[src/rtl/mf_peak_collector.sv]
// mf_peak_collector
//   Sink-side consumer of the matched-filter correlator stream. It collects one
//   frame of FRAME_LEN signed samples and tracks the running peak together
//   with the index of its first occurrence. The peak is compared against a
//   threshold captured when the frame opens, and one result word per frame
//   is offered downstream.
//
//   Optional build macro MF_PEAK_ABS_EN: the peak search and the threshold
//   compare work on the magnitude |s_data| (unsigned, DATA_W bits). thresh is
//   then read as unsigned.
//
// Ports
//   clk, rst              clock (rising edge), asynchronous active-high reset
//   start, thresh         frame open pulse (IDLE only), threshold sampled on it
//   s_valid/s_ready/s_data  sample stream handshake
//   res_valid/res_ready     result handshake
//   res_peak/res_index/res_detect  result word
//   busy, sample_cnt      status: frame in progress, samples accepted so far
module mf_peak_collector #(
    parameter int DATA_W    = 38,
    parameter int FRAME_LEN = 60,
    parameter int IDX_W     = 6
) (
    input  logic                     clk,
    input  logic                     rst,
    input  logic                     start,
    input  logic signed [DATA_W-1:0] thresh,
    input  logic                     s_valid,
    input  logic signed [DATA_W-1:0] s_data,
    output logic                     s_ready,
    output logic                     res_valid,
    input  logic                     res_ready,
    output logic signed [DATA_W-1:0] res_peak,
    output logic [IDX_W-1:0]         res_index,
    output logic                     res_detect,
    output logic                     busy,
    output logic [IDX_W-1:0]         sample_cnt
);

    typedef enum logic [1:0] {IDLE, COLLECT, REPORT} state_t;

    localparam logic [IDX_W-1:0]  LAST_IDX = IDX_W'(FRAME_LEN - 1);
    localparam logic [IDX_W-1:0]  IDX_ONE  = IDX_W'(1);

    state_t                     state;
    state_t                     state_nx;
    logic signed [DATA_W-1:0]   thr_q;
    logic                       first_q;
    logic                       accept;
    logic                       last_accept;
    logic                       take;
    logic [DATA_W-1:0]          key;
    logic [DATA_W-1:0]          peak_nx;

`ifdef MF_PEAK_ABS_EN
    localparam logic [DATA_W-1:0] DATA_ONE = DATA_W'(1);

    // Two's-complement magnitude kept at DATA_W bits unsigned: the most
    // negative input lands exactly on 2^(DATA_W-1) without overflow.
    function automatic logic [DATA_W-1:0] peak_key(input logic signed [DATA_W-1:0] d);
        return d[DATA_W-1] ? ((~d) + DATA_ONE) : d;
    endfunction

    function automatic logic peak_gt(input logic [DATA_W-1:0] a, input logic [DATA_W-1:0] b);
        return a > b;
    endfunction
`else
    function automatic logic [DATA_W-1:0] peak_key(input logic signed [DATA_W-1:0] d);
        return d;
    endfunction

    function automatic logic peak_gt(input logic [DATA_W-1:0] a, input logic [DATA_W-1:0] b);
        return $signed(a) > $signed(b);
    endfunction
`endif

    assign s_ready     = (state == COLLECT);
    assign res_valid   = (state == REPORT);
    assign busy        = (state != IDLE);
    assign accept      = s_valid && s_ready;
    assign last_accept = accept && (sample_cnt == LAST_IDX);
    assign key         = peak_key(s_data);
    // Strict compare keeps the earliest index on ties.
    assign take        = accept && (first_q || peak_gt(key, res_peak));
    assign peak_nx     = take ? key : res_peak;

    always_comb begin
        state_nx = state;
        case (state)
            IDLE:    if (start)       state_nx = COLLECT;
            COLLECT: if (last_accept) state_nx = REPORT;
            REPORT:  if (res_ready)   state_nx = IDLE;
            default:                  state_nx = IDLE;
        endcase
    end

    always_ff @(posedge clk or posedge rst) begin
        if (rst) begin
            state      <= IDLE;
            sample_cnt <= '0;
            first_q    <= 1'b0;
            thr_q      <= '0;
            res_peak   <= '0;
            res_index  <= '0;
            res_detect <= 1'b0;
        end else begin
            state <= state_nx;
            if (state == IDLE && start) begin
                thr_q      <= thresh;
                sample_cnt <= '0;
                first_q    <= 1'b1;
            end
            if (accept) begin
                first_q <= 1'b0;
                if (take) begin
                    res_peak  <= key;
                    res_index <= sample_cnt;
                end
                if (!last_accept)
                    sample_cnt <= sample_cnt + IDX_ONE;
            end
            // Detect uses the peak including the final sample, so it is
            // valid on the first REPORT cycle.
            if (last_accept)
                res_detect <= peak_gt(peak_nx, thr_q);
        end
    end

endmodule

[config.mk]
export PLATFORM = sky130hd
export DESIGN_NAME = mf_peak_collector
export DESIGN_NICKNAME = d
export VERILOG_FILES = /design/src/rtl/mf_peak_collector.sv
export SDC_FILE = /design/constraint.sdc
export NUM_CORES = 1
export LEC_CHECK = 0
export CORE_MARGIN = 2
export CORE_UTILIZATION = 45
export DETAILED_ROUTE_END_ITERATION = 12
export PLACE_DENSITY = 0.76
export SLEW_MARGIN = 20
export SYNTH_ARGS = -nofsm -noshare
export SYNTH_HDL_FRONTEND = slang
export SYNTH_SLANG_ARGS = --single-unit
[constraint.sdc]
create_clock -name clk -period 5.2 [get_ports clk]
set_input_delay 1.3 -clock clk [delete_from_list [all_inputs] [get_ports clk]]
set_output_delay 1.3 -clock clk [all_outputs]
set_load 0.01 [all_outputs]
==> impl_metrics.py <==
metrics = {
    "status": {
        "outcome": "finished with violations",
        "violations": "negative setup slack",
    },
    "floorplanning": {
        "fp.dieH_um": 122,
        "die_x_um": 122,
        "start_util": 0.456,
        "coreArea_mm2": 0.0137,
        "die_area_mm2": 0.0149,
        "rows": 43,
        "io_pins": 135,
    },
    "timing": {
        "slew_headroom": 0.467,
        "hold_violations": 0,
        "holdWs_ns": 0.494,
        "fmax_mhz": 191,
        "timing.final.crit_period_ns": 5.23,
        "tns_ns": -0.0293,
        "clock_skew_ns": 0.00732,
        "tightest_slew_ns": 0.800,
        "finalMaxSlewViolations": 0,
        "setup_viol": 1,
        "finalWorstSetupSlack_ns": -0.0293,
        "finalCritPeriodShare": 1.01,
        "rsz0062_at_grt": "yes",
    },
    "clock_tree": {
        "cts_tree": "yes",
        "clk_pin_slew_ns": 0.06,
        "cts_buffers": 9,
        "cts_root_buffer": "clkbuf_16",
        "clkSinkCount": 92,
        "hold_buffers": 0,
        "ctsLongestPathBuffers": 2,
        "clkLatencyLatePin_ns": 0.35,
        "htreeDepth": 3,
    },
    "worst_setup_path": {
        "crit_chain": "clkdlybuf4s15_1 > ha_4 > o21ai_1 > nor2_1 > or4b_1 > a32oi_2 > a21oi_1 > nand3b_1 > buf_4 > buf_12 > mux2_4 > ha_1 > a21o_1 > a21oi_1 > o221ai_1 > a21o_1 > o221a_4 > a2111oi_4 > o31ai_2",
        "endpoint_kind": "flip-flop",
        "worst_setup_path_start_kind": "input port",
        "path_max_fanout": 7,
        "crit_family": "compound AO/OA/AOI/OAI gates",
        "crit_type": "input port to flip-flop",
        "slowest_delay_ns": 0.48,
        "cp_slowest_cell": "or4b_1",
        "crit_buf_inv": 3,
        "cp.required_ns": 5.43,
        "cp.arrival_ns": 5.46,
    },
    "finish": {
        "stdcell_count": 1000,
        "layout.nets": 973,
        "drive_gt1_frac": 0.339,
        "area_growth_pct": 50.2,
        "most-common-layout-cells": "clkdlybuf4s50_1 (96), dfrtp_1 (92), buf_4 (90)",
        "n_antenna_cell": 0,
        "layout_commonest_cell": "clkdlybuf4s50_1",
        "final_core_util": 0.685,
    },
    "power": {
        "p_leak_uw": 0.00451,
        "power.total_uw": 6270,
        "ir_drop_mv": 0.302,
        "power_density_mw_per_mm2": 667,
    },
    "global_routing": {
        "grt.met2_usage": 0.406,
        "grtUsageMet3": 0.0412,
        "grt_pass1_wl_um": 26600,
        "grt_use_met1": 0.279,
        "grt_max_degree": 65,
        "antenna_found_initial": 0,
        "gr-total-overflow": 0,
        "grt_pass1_vias": 5491,
        "gr-max-usage-layer": "met2",
        "gr-usage-all-layers": 0.229,
    },
    "routing": {
        "routed_wirelength_um": 18100,
        "dr.pass1.iters": 5,
        "ant_nets": 0,
        "drt-initial-drc-count": 352,
        "via_per_inst": 5.29,
        "drcViolationCount": 0,
        "wl_per_cell_um": 18.1,
        "vias": 5292,
    },
    "synth": {
        "yosysWarnings": 0,
        "yosys_register_bits": 92,
        "syn_area_mm2": 0.00625,
        "synth_seq_area_share": 0.368,
        "syn-num-nets": 742,
        "synth_cells": 584,
        "ys_async_sr_fraction": 1.00,
        "synth_edf_count": 0,
        "synth-main-ff-cell": "dfrtp_1",
        "netlist-cell-type-count": 42,
        "synth_area_per_cell_um2": 10.7,
    },
    "placed_design": {
        "io_buffer_count": 134,
        "place_congestion": 0.840,
        "post-place-cells": 960,
        "hpwl_um": 12500,
    },
    "run": {
        "max_cap_viol_count": 0,
    },
    "hold_path": {
        "min_path_type": "flip-flop to flip-flop",
    },
}
[synth_stat cells, types with 3 or more instances]
| cell | instances | share of area |
|---|---|---|
| nand2_1 | 70 | 0.042 |
| o221ai_1 | 3 | 0.0042 |
| and2_1 | 3 | 0.0030 |
| inv_1 | 88 | 0.053 |
| nand4_1 | 14 | 0.014 |
| dfrtp_1 | 92 | 0.37 |
| nor3_1 | 6 | 0.0048 |
| a21oi_1 | 22 | 0.018 |
| a21o_1 | 14 | 0.017 |
| mux2_4 | 79 | 0.19 |
| o211ai_1 | 3 | 0.0036 |
| a211oi_1 | 4 | 0.0048 |
| clkbuf_1 | 5 | 0.0030 |
| and4_1 | 4 | 0.0056 |
| o21ai_0 | 46 | 0.037 |
| nand3_1 | 3 | 0.0024 |
| nor2_1 | 10 | 0.0060 |
| buf_12 | 8 | 0.026 |
| ha_1 | 77 | 0.15 |
| buf_1 | 3 | 0.0018 |
| o21a_1 | 4 | 0.0048 |
[where the power goes]
part | total (uW) | internal (uW) | switching [uW]
Clock | 745 | 461 | 284
Sequential | 1330 | 1050 | 281
Combinational | 4200 | 2400 | 1790
[cells by family after synthesis]
kind of cell	Yosys count	synth area share
xor gates and xnor gates	1	0.00140
buffers and inverters	105	0.0850
muxes	83	0.196
DFF	92	0.368
and+or+nand+nor	118	0.0882
adders and majority gates	77	0.154
AOI/OAI and AO/OA	108	0.107
[tightest hold or removal path, delay by kind of cell, from the launching register on]
kind             cells  cell delay, ns
flip-flops           1            0.35
AND/OR/NAND/NOR      2            0.12
[registers in the layout, indices dropped and copies added (netlist names)]
register    flops
state           2
res_detect      1
sample_cnt      6
thr_q          38
res_peak       38
res_index       6
first_q         1
[area by class of cell]
class | count | area [um2]
clock buffers | 13 | 270
clock inverters | 3 | 67.6
fillers | 911 | 4320
inverters | 88 | 333
multi-input cells | 387 | 3990
flip-flops and latches | 92 | 2300
well taps | 180 | 225
repair buffers | 237 | 2210
[metrics by stage]
stage | setup WS (ns) | area (um2)
global route | -0.136 | 9400
global placement | -0.712 | 8280
detailed placement | -0.832 | 8280
CTS | 0.0179 | 8970
finish | -0.0293 | 9400
floorplan | 0.0320 | 6250
[metal layers]
metal	vias to the layer above	share of wire
met4	0	0.026
met3	42	0.052
li1	2484	-
met5	-	0
met2	185	0.51
met1	2581	0.41
[final timing paths]
kind                         startpoint    endpoint  slack (ns)  cells after the start
max                           s_data[4]  res_detect       -0.03                     19
min                             first_q     first_q        0.49                      2
max reg2reg                res_peak[11]  res_detect        0.54                     19
min reg2reg                     first_q     first_q        0.49                      2
max in group asynchronous           rst    thr_q[3]        2.85                      3
min in group asynchronous           rst   thr_q[19]        1.46                      2
[what timing repair did]
| item | CTS | global route |
|---|---|---|
| endpoints found under the hold margin | 0 | 0 |
| setup endpoints to repair | 1 | 1 |
| gates resized for setup | 75 | 88 |
| pin swaps | 46 | 45 |
| buffers inserted | 9 | 15 |
No activity file was read; power rests on OpenSTA's default activity.
==> edit 1, RTL diff (same flow settings) <==
Re-encode `state_t` (3 states) as one-hot, 3 bits wide.
--- a/src/rtl/mf_peak_collector.sv
+++ b/src/rtl/mf_peak_collector.sv
@@ -39,3 +39,3 @@
 
-    typedef enum logic [1:0] {IDLE, COLLECT, REPORT} state_t;
+    typedef enum logic [2:0] {IDLE = 3'b001, COLLECT = 3'b010, REPORT = 3'b100} state_t;
 
Function: same outputs for any inputs over 10 cycles, from zero or initial values and one cycle with rst high; not proved beyond that.
==> edit 1 against the unedited design <==
Synthesized cell count is 0.68% lower. Clock power is 0.9% higher. Sequential share of layout area is 0.79 points higher. Combinational power is 23% lower. Register-to-register slack better by 240 ps. Final area is 2.0% lower. Non-clock buffer count is 20 lower. Fmax is 3.0% higher. Total power is 16% lower. Setup slack better by 150 ps. First-iteration DRC count is 29% lower. Routed wire length is 4.6% lower. Area after synthesis stayed put. Sequential cell count is 1 higher. Largest power group unchanged.
==> edit 1: results (changes against the unedited design) <==
.. list-table::
   :header-rows: 1

   * - Metric
     - Value
   * - Via count of the first global-routing pass
     - 5549 (+1.1%)
   * - Placed Cells incl. Taps
     - 948 (-1.3%)
   * - Outcome
     - finished, final reports clean
   * - Worst R2R Start
     - res_peak[34]
   * - Data arrival time at the worst-slack endpoint
     - 5300 ps (-160 ps)
   * - First-pass GRT wire length
     - 27100 um (+1.8%)
   * - Clock tree skew after final layout
     - 5.774 ps (-1.545 ps)
   * - Relative slew slack
     - 42.50% (-4.2 points)
   * - Leakage power total
     - 4.709 nW (+4.4%)
   * - Met2 wire len
     - 8838 um (-4.4%)
   * - Pre-CTS setup slack
     - -715.3 ps (+117.0 ps)
   * - Share of final-layout standard cells stronger than drive strength 1
     - 30.94% (-3.0 points)
   * - Min-Delay Startpoint
     - thr_q[0]
   * - Routed wire length
     - 17290 um (-4.6%)
   * - Minimum setup slack among reg-to-reg paths
     - 780 ps (+240 ps)
   * - Mapped Avg Cell Area
     - 10.78 um^2 (+0.69%)
   * - Sequential cell area fraction in the yosys report
     - 37.23% (+0.42 points)
   * - Total iterations of the first detailed-routing run
     - 4 (-1)
   * - Instance area at placement
     - 8212 um^2 (-0.79%)
   * - Filler instances
     - 1030 (+13%)
   * - Worst min-delay path endpoint
     - thr_q[0]
   * - Commonest cells in the netlist
     - sky130_fd_sc_hd__dfrtp_1, sky130_fd_sc_hd__inv_1, sky130_fd_sc_hd__mux2_4
   * - Detail Placement HPWL
     - 12380 um (-1.2%)
   * - RePlAce Congestion
     - 0.8207 (-2.3%)
   * - Vias per cell
     - 5.249 (-0.81%)
   * - Number of distinct library cells after synthesis
     - 46 (+9.5%)
   * - Largest net degree at the start of global routing
     - 67 (+3.1%)
   * - GRT Overall Usage
     - 23.56% (+0.63 points)
   * - Sum of routed wire segments on met1
     - 7162 um (-4.1%)
## edit 1: routing by layer
layer	up-vias	GRT usage, %
li1	2439	-
met1	2505	28.56
met2	143	40.96
met3	31	4.354
met4	0	10.13
met5	-	0
## edit 1: cell families after synthesis
kind of cell	share of synthesized area, %
DFF	37.24
muxes	19.65
and+or+nand+nor	9.044
xor gates and xnor gates	0.1401
AOI/OAI and AO/OA	10.44
adders and majority gates	15.41
buffers and inverters	8.083
## edit 1: critical path: stages
cell and delay (ps):
sky130_fd_sc_hd__dlygate4sd2_1 280, sky130_fd_sc_hd__ha_4 240, sky130_fd_sc_hd__a21oi_2 160, sky130_fd_sc_hd__nor2_1 70
sky130_fd_sc_hd__a211oi_2 290, sky130_fd_sc_hd__buf_4 180, sky130_fd_sc_hd__o31ai_4 60, sky130_fd_sc_hd__or4_4 450
sky130_fd_sc_hd__a31oi_4 260, sky130_fd_sc_hd__buf_12 150, sky130_fd_sc_hd__buf_12 130, sky130_fd_sc_hd__mux2_4 300
sky130_fd_sc_hd__ha_1 300, sky130_fd_sc_hd__nand4_1 130, sky130_fd_sc_hd__nor4_2 290, sky130_fd_sc_hd__buf_4 160
sky130_fd_sc_hd__nor3b_4 250, sky130_fd_sc_hd__a221oi_2 80, sky130_fd_sc_hd__a21oi_1 140, sky130_fd_sc_hd__a31oi_1 60
## edit 1: power breakdown
part	total [mW]	internal (mW)	switching, mW
clock network	0.752	0.468	0.284
registers	1.29	1.04	0.253
logic	3.25	1.81	1.43
## edit 1: repair_timing
| action | 4_1_cts | 5_1_grt |
|---|---|---|
| setup endpoints to repair | 1 | 1 |
| gates cloned | 3 | 0 |
| hold buffers | 0 | 0 |
| setup buffers | 8 | 1 |
| pin swaps | 35 | 41 |
| hold endpoints to repair | 0 | 0 |
| resized for setup | 54 | 63 |
## edit 1: area by class of cell
class	instances	area share [%]
Tap cell	180	2.446
Multi-Input combinational cell	389	42.09
Clock inverter	7	1.237
Inverter	80	3.289
Timing Repair Buffer	217	23.20
Clock buffer	9	2.446
Sequential cell	93	25.29
## edit 1: metrics by stage
step	hold WS (ps)	utilization, %	power [mW]
after floorplan	452.3	-	3.029
after global placement	483.5	59.85	3.938
after detailed placement	482.0	59.85	4.097
after CTS	497.5	65.11	5.105
after global routing	537.3	67.10	5.663
final	503.2	67.10	5.290
## edit 1: worst max-delay path by stage
stage | start | end | slack, ps | cells past startpoint
after floorplan | s_data[25] | res_detect | 180 | 17
after global routing | s_data[15] | res_detect | -30 | 19
final | s_data[7] | res_detect | 120 | 20
after detailed placement | s_data[7] | res_detect | -720 | 19
after global placement | s_data[7] | res_detect | -570 | 19
after CTS | s_data[32] | res_detect | 1 | 19
==> edit 2, RTL diff (same settings) <==
Without the edit above. Set the parameter `DATA_W` to 19 (it was 38).
--- a/src/rtl/mf_peak_collector.sv
+++ b/src/rtl/mf_peak_collector.sv
@@ -19,3 +19,3 @@
 module mf_peak_collector #(
-    parameter int DATA_W    = 38,
+    parameter int DATA_W    = 19,
     parameter int FRAME_LEN = 60,
Ports: changed (resized res_peak, s_data and thresh); port bits go from 135 to 78. The function was not compared with the original's and may differ.
==> edit 2 against the unedited design <==
Die area down 44%. Total power is 59% lower. Fmax grew 7.7%. Final area fell by 53%. Area after synthesis decreased by 45%. Setup slack better by 370 ps. Routed wire length shrank 58%. Sequential cell count shrank 38.
==> edit 2: results (changes against the unedited design) <==
.. list-table::
   :header-rows: 1

   * - Metric
     - Value
   * - Detail Placement HPWL
     - 5892 um (-53%)
   * - First-pass GRT wire length
     - 12950 um (-51%)
   * - Data arrival time at the worst-slack endpoint
     - 5060 ps (-400 ps)
   * - Maximum ir drop on the vdd rail
     - 0.0002807 V (-7.0%)
   * - Total iterations of the first detailed-routing run
     - 4 (-1)
   * - Gates resized, CTS repair
     - 0 (-100%)
   * - Filler instances
     - 655 (-28%)
   * - Commonest cells in the netlist
     - sky130_fd_sc_hd__dfrtp_1, sky130_fd_sc_hd__inv_1, sky130_fd_sc_hd__ha_1, sky130_fd_sc_hd__mux2_4, sky130_fd_sc_hd__nand2_1
   * - Clock buffer count from CTS
     - 5 (-4)
   * - Drt wl/cell
     - 15.13 um (-17%)
   * - Arithmetic-cell share of the synthesized area counting full adders, half adders and majority gates
     - 14.30% (-1.1 points)
   * - Top area cells in the synthesized netlist
     - sky130_fd_sc_hd__dfrtp_1, sky130_fd_sc_hd__mux2_4, sky130_fd_sc_hd__ha_1
   * - Chip Width
     - 91.09 um (-25%)
   * - Outcome
     - finished, final reports clean
   * - Total number of H-tree levels
     - 2 (-1)
   * - Cell type of the slowest stage on the worst timing path
     - sky130_fd_sc_hd__clkdlybuf4s50_1
   * - Top flop regs
     - res_peak: 19 flops, thr_q: 19 flops
   * - Iter 0 DRT Violations
     - 84 (-76%)
   * - Clock-pin transition on the worst setup and hold timing paths
     - 120 ps (+60 ps)
   * - Critical path's largest stage delay
     - 450 ps (-30 ps)
   * - Leakage power total
     - 2.122 nW (-53%)
   * - Via count of the first global-routing pass
     - 2688 (-51%)
   * - Clock tree skew after final layout
     - 16.46 ps (+9.145 ps)
   * - Post-Syn Nets
     - 401 (-46%)
   * - Port buffer count
     - 77 (-43%)
   * - Xor/xnor share of the synthesized area
     - 0.2566% (+0.12 points)
   * - Worst Tran Pin Value
     - 1012 ps (+212.0 ps)
   * - Sequential cell area fraction in the yosys report
     - 39.59% (+2.8 points)
   * - Compound-Gate Fraction of Synth Area
     - 9.348% (-1.3 points)
   * - Clock latency at the later pin of the worst-skew pair
     - 320 ps (-30 ps)
   * - Number of nets in the final layout
     - 481 (-51%)
   * - GRT Overall Usage
     - 19.30% (-3.6 points)
   * - # setup viols final
     - 0 (-1)
   * - RePlAce Congestion
     - 0.8098 (-3.6%)
   * - Number of distinct library cells after synthesis
     - 36 (-14%)
   * - Instance area at placement
     - 4303 um^2 (-48%)
   * - Share of final-layout standard cells stronger than drive strength 1
     - 14.00% (-20 points)
   * - CTS root buffer
     - sky130_fd_sc_hd__clkbuf_8
==> edit 2: metal layers <==
metal / part of all wire, % / global-route usage [%] / vias up
li1: - / - / 1262
met1: 46 / 25.27 / 1237
met2: 49 / 33.15 / 57
met3: 3.8 / 3.485 / 9
met4: 1.2 / 4.672 / 0
met5: 0 / 0 / -
==> edit 2: report_power, final <==
group          internal, mW  switching (mW)
Combinational         0.891           0.669
Clock                 0.101           0.154
Sequential            0.604           0.150
Total                  1.60           0.973
==> edit 2: final cells by class <==
type | count | area (um^2) | area share, %
flip-flops and latches | 54 | 1351 | 30.67
clock inverters | 3 | 28.78 | 0.6532
well taps | 99 | 123.9 | 2.812
repair buffers | 81 | 825.8 | 18.74
clock buffers | 5 | 68.82 | 1.562
multi-input cells | 216 | 1853 | 42.06
inverters | 41 | 153.9 | 3.493
==> edit 2: worst paths after layout <==
check	depth (start not counted)	slack, ps	endpoint	startpoint
setup / recovery	17	350	res_detect	s_data[16]
setup reg to reg	17	1370	res_detect	res_peak[16]
hold reg to reg	2	500	first_q	first_q
hold / removal	2	500	first_q	first_q
min in group asynchronous	2	1270	state[0]	rst
max in group asynchronous	3	3100	res_peak[18]	rst
==> edit 2: logic make-up after synthesis <==
family | count (synthesis)
simple gates | 75
compound gates | 55
flops | 54
buf+inv | 49
mux | 46
fa+ha+maj | 39
xor+xnor | 1
==> edit 2: worst reg2reg max path: stages (launching register included) <==
cell and delay, ps:
sky130_fd_sc_hd__dfrtp_1 400, sky130_fd_sc_hd__inv_1 60, sky130_fd_sc_hd__ha_1 290, sky130_fd_sc_hd__a21oi_1 160, sky130_fd_sc_hd__nor2b_1 60, sky130_fd_sc_hd__o21ai_0 140, sky130_fd_sc_hd__nor4bb_1 350, sky130_fd_sc_hd__mux2i_1 260
sky130_fd_sc_hd__nand3_2 180, sky130_fd_sc_hd__buf_12 240, sky130_fd_sc_hd__mux2_4 350, sky130_fd_sc_hd__ha_1 290, sky130_fd_sc_hd__a21o_1 180, sky130_fd_sc_hd__a21o_1 180, sky130_fd_sc_hd__a211oi_2 270, sky130_fd_sc_hd__o22ai_1 120
sky130_fd_sc_hd__a21oi_1 140, sky130_fd_sc_hd__nand2_1 60
==> edit 2: through the flow <==
stage          instances  utilization (%)  hold WS [ps]  TNS [ps]
2_1_floorplan        319                -         446.8         0
3_3_place_gp         491            59.01         459.0    -35.02
3_5_place_dp         491            59.01         464.3    -113.5
4_1_cts              499            60.35         492.6         0
5_1_grt              499            60.42         539.6         0
6_report             499            60.42         497.5         0
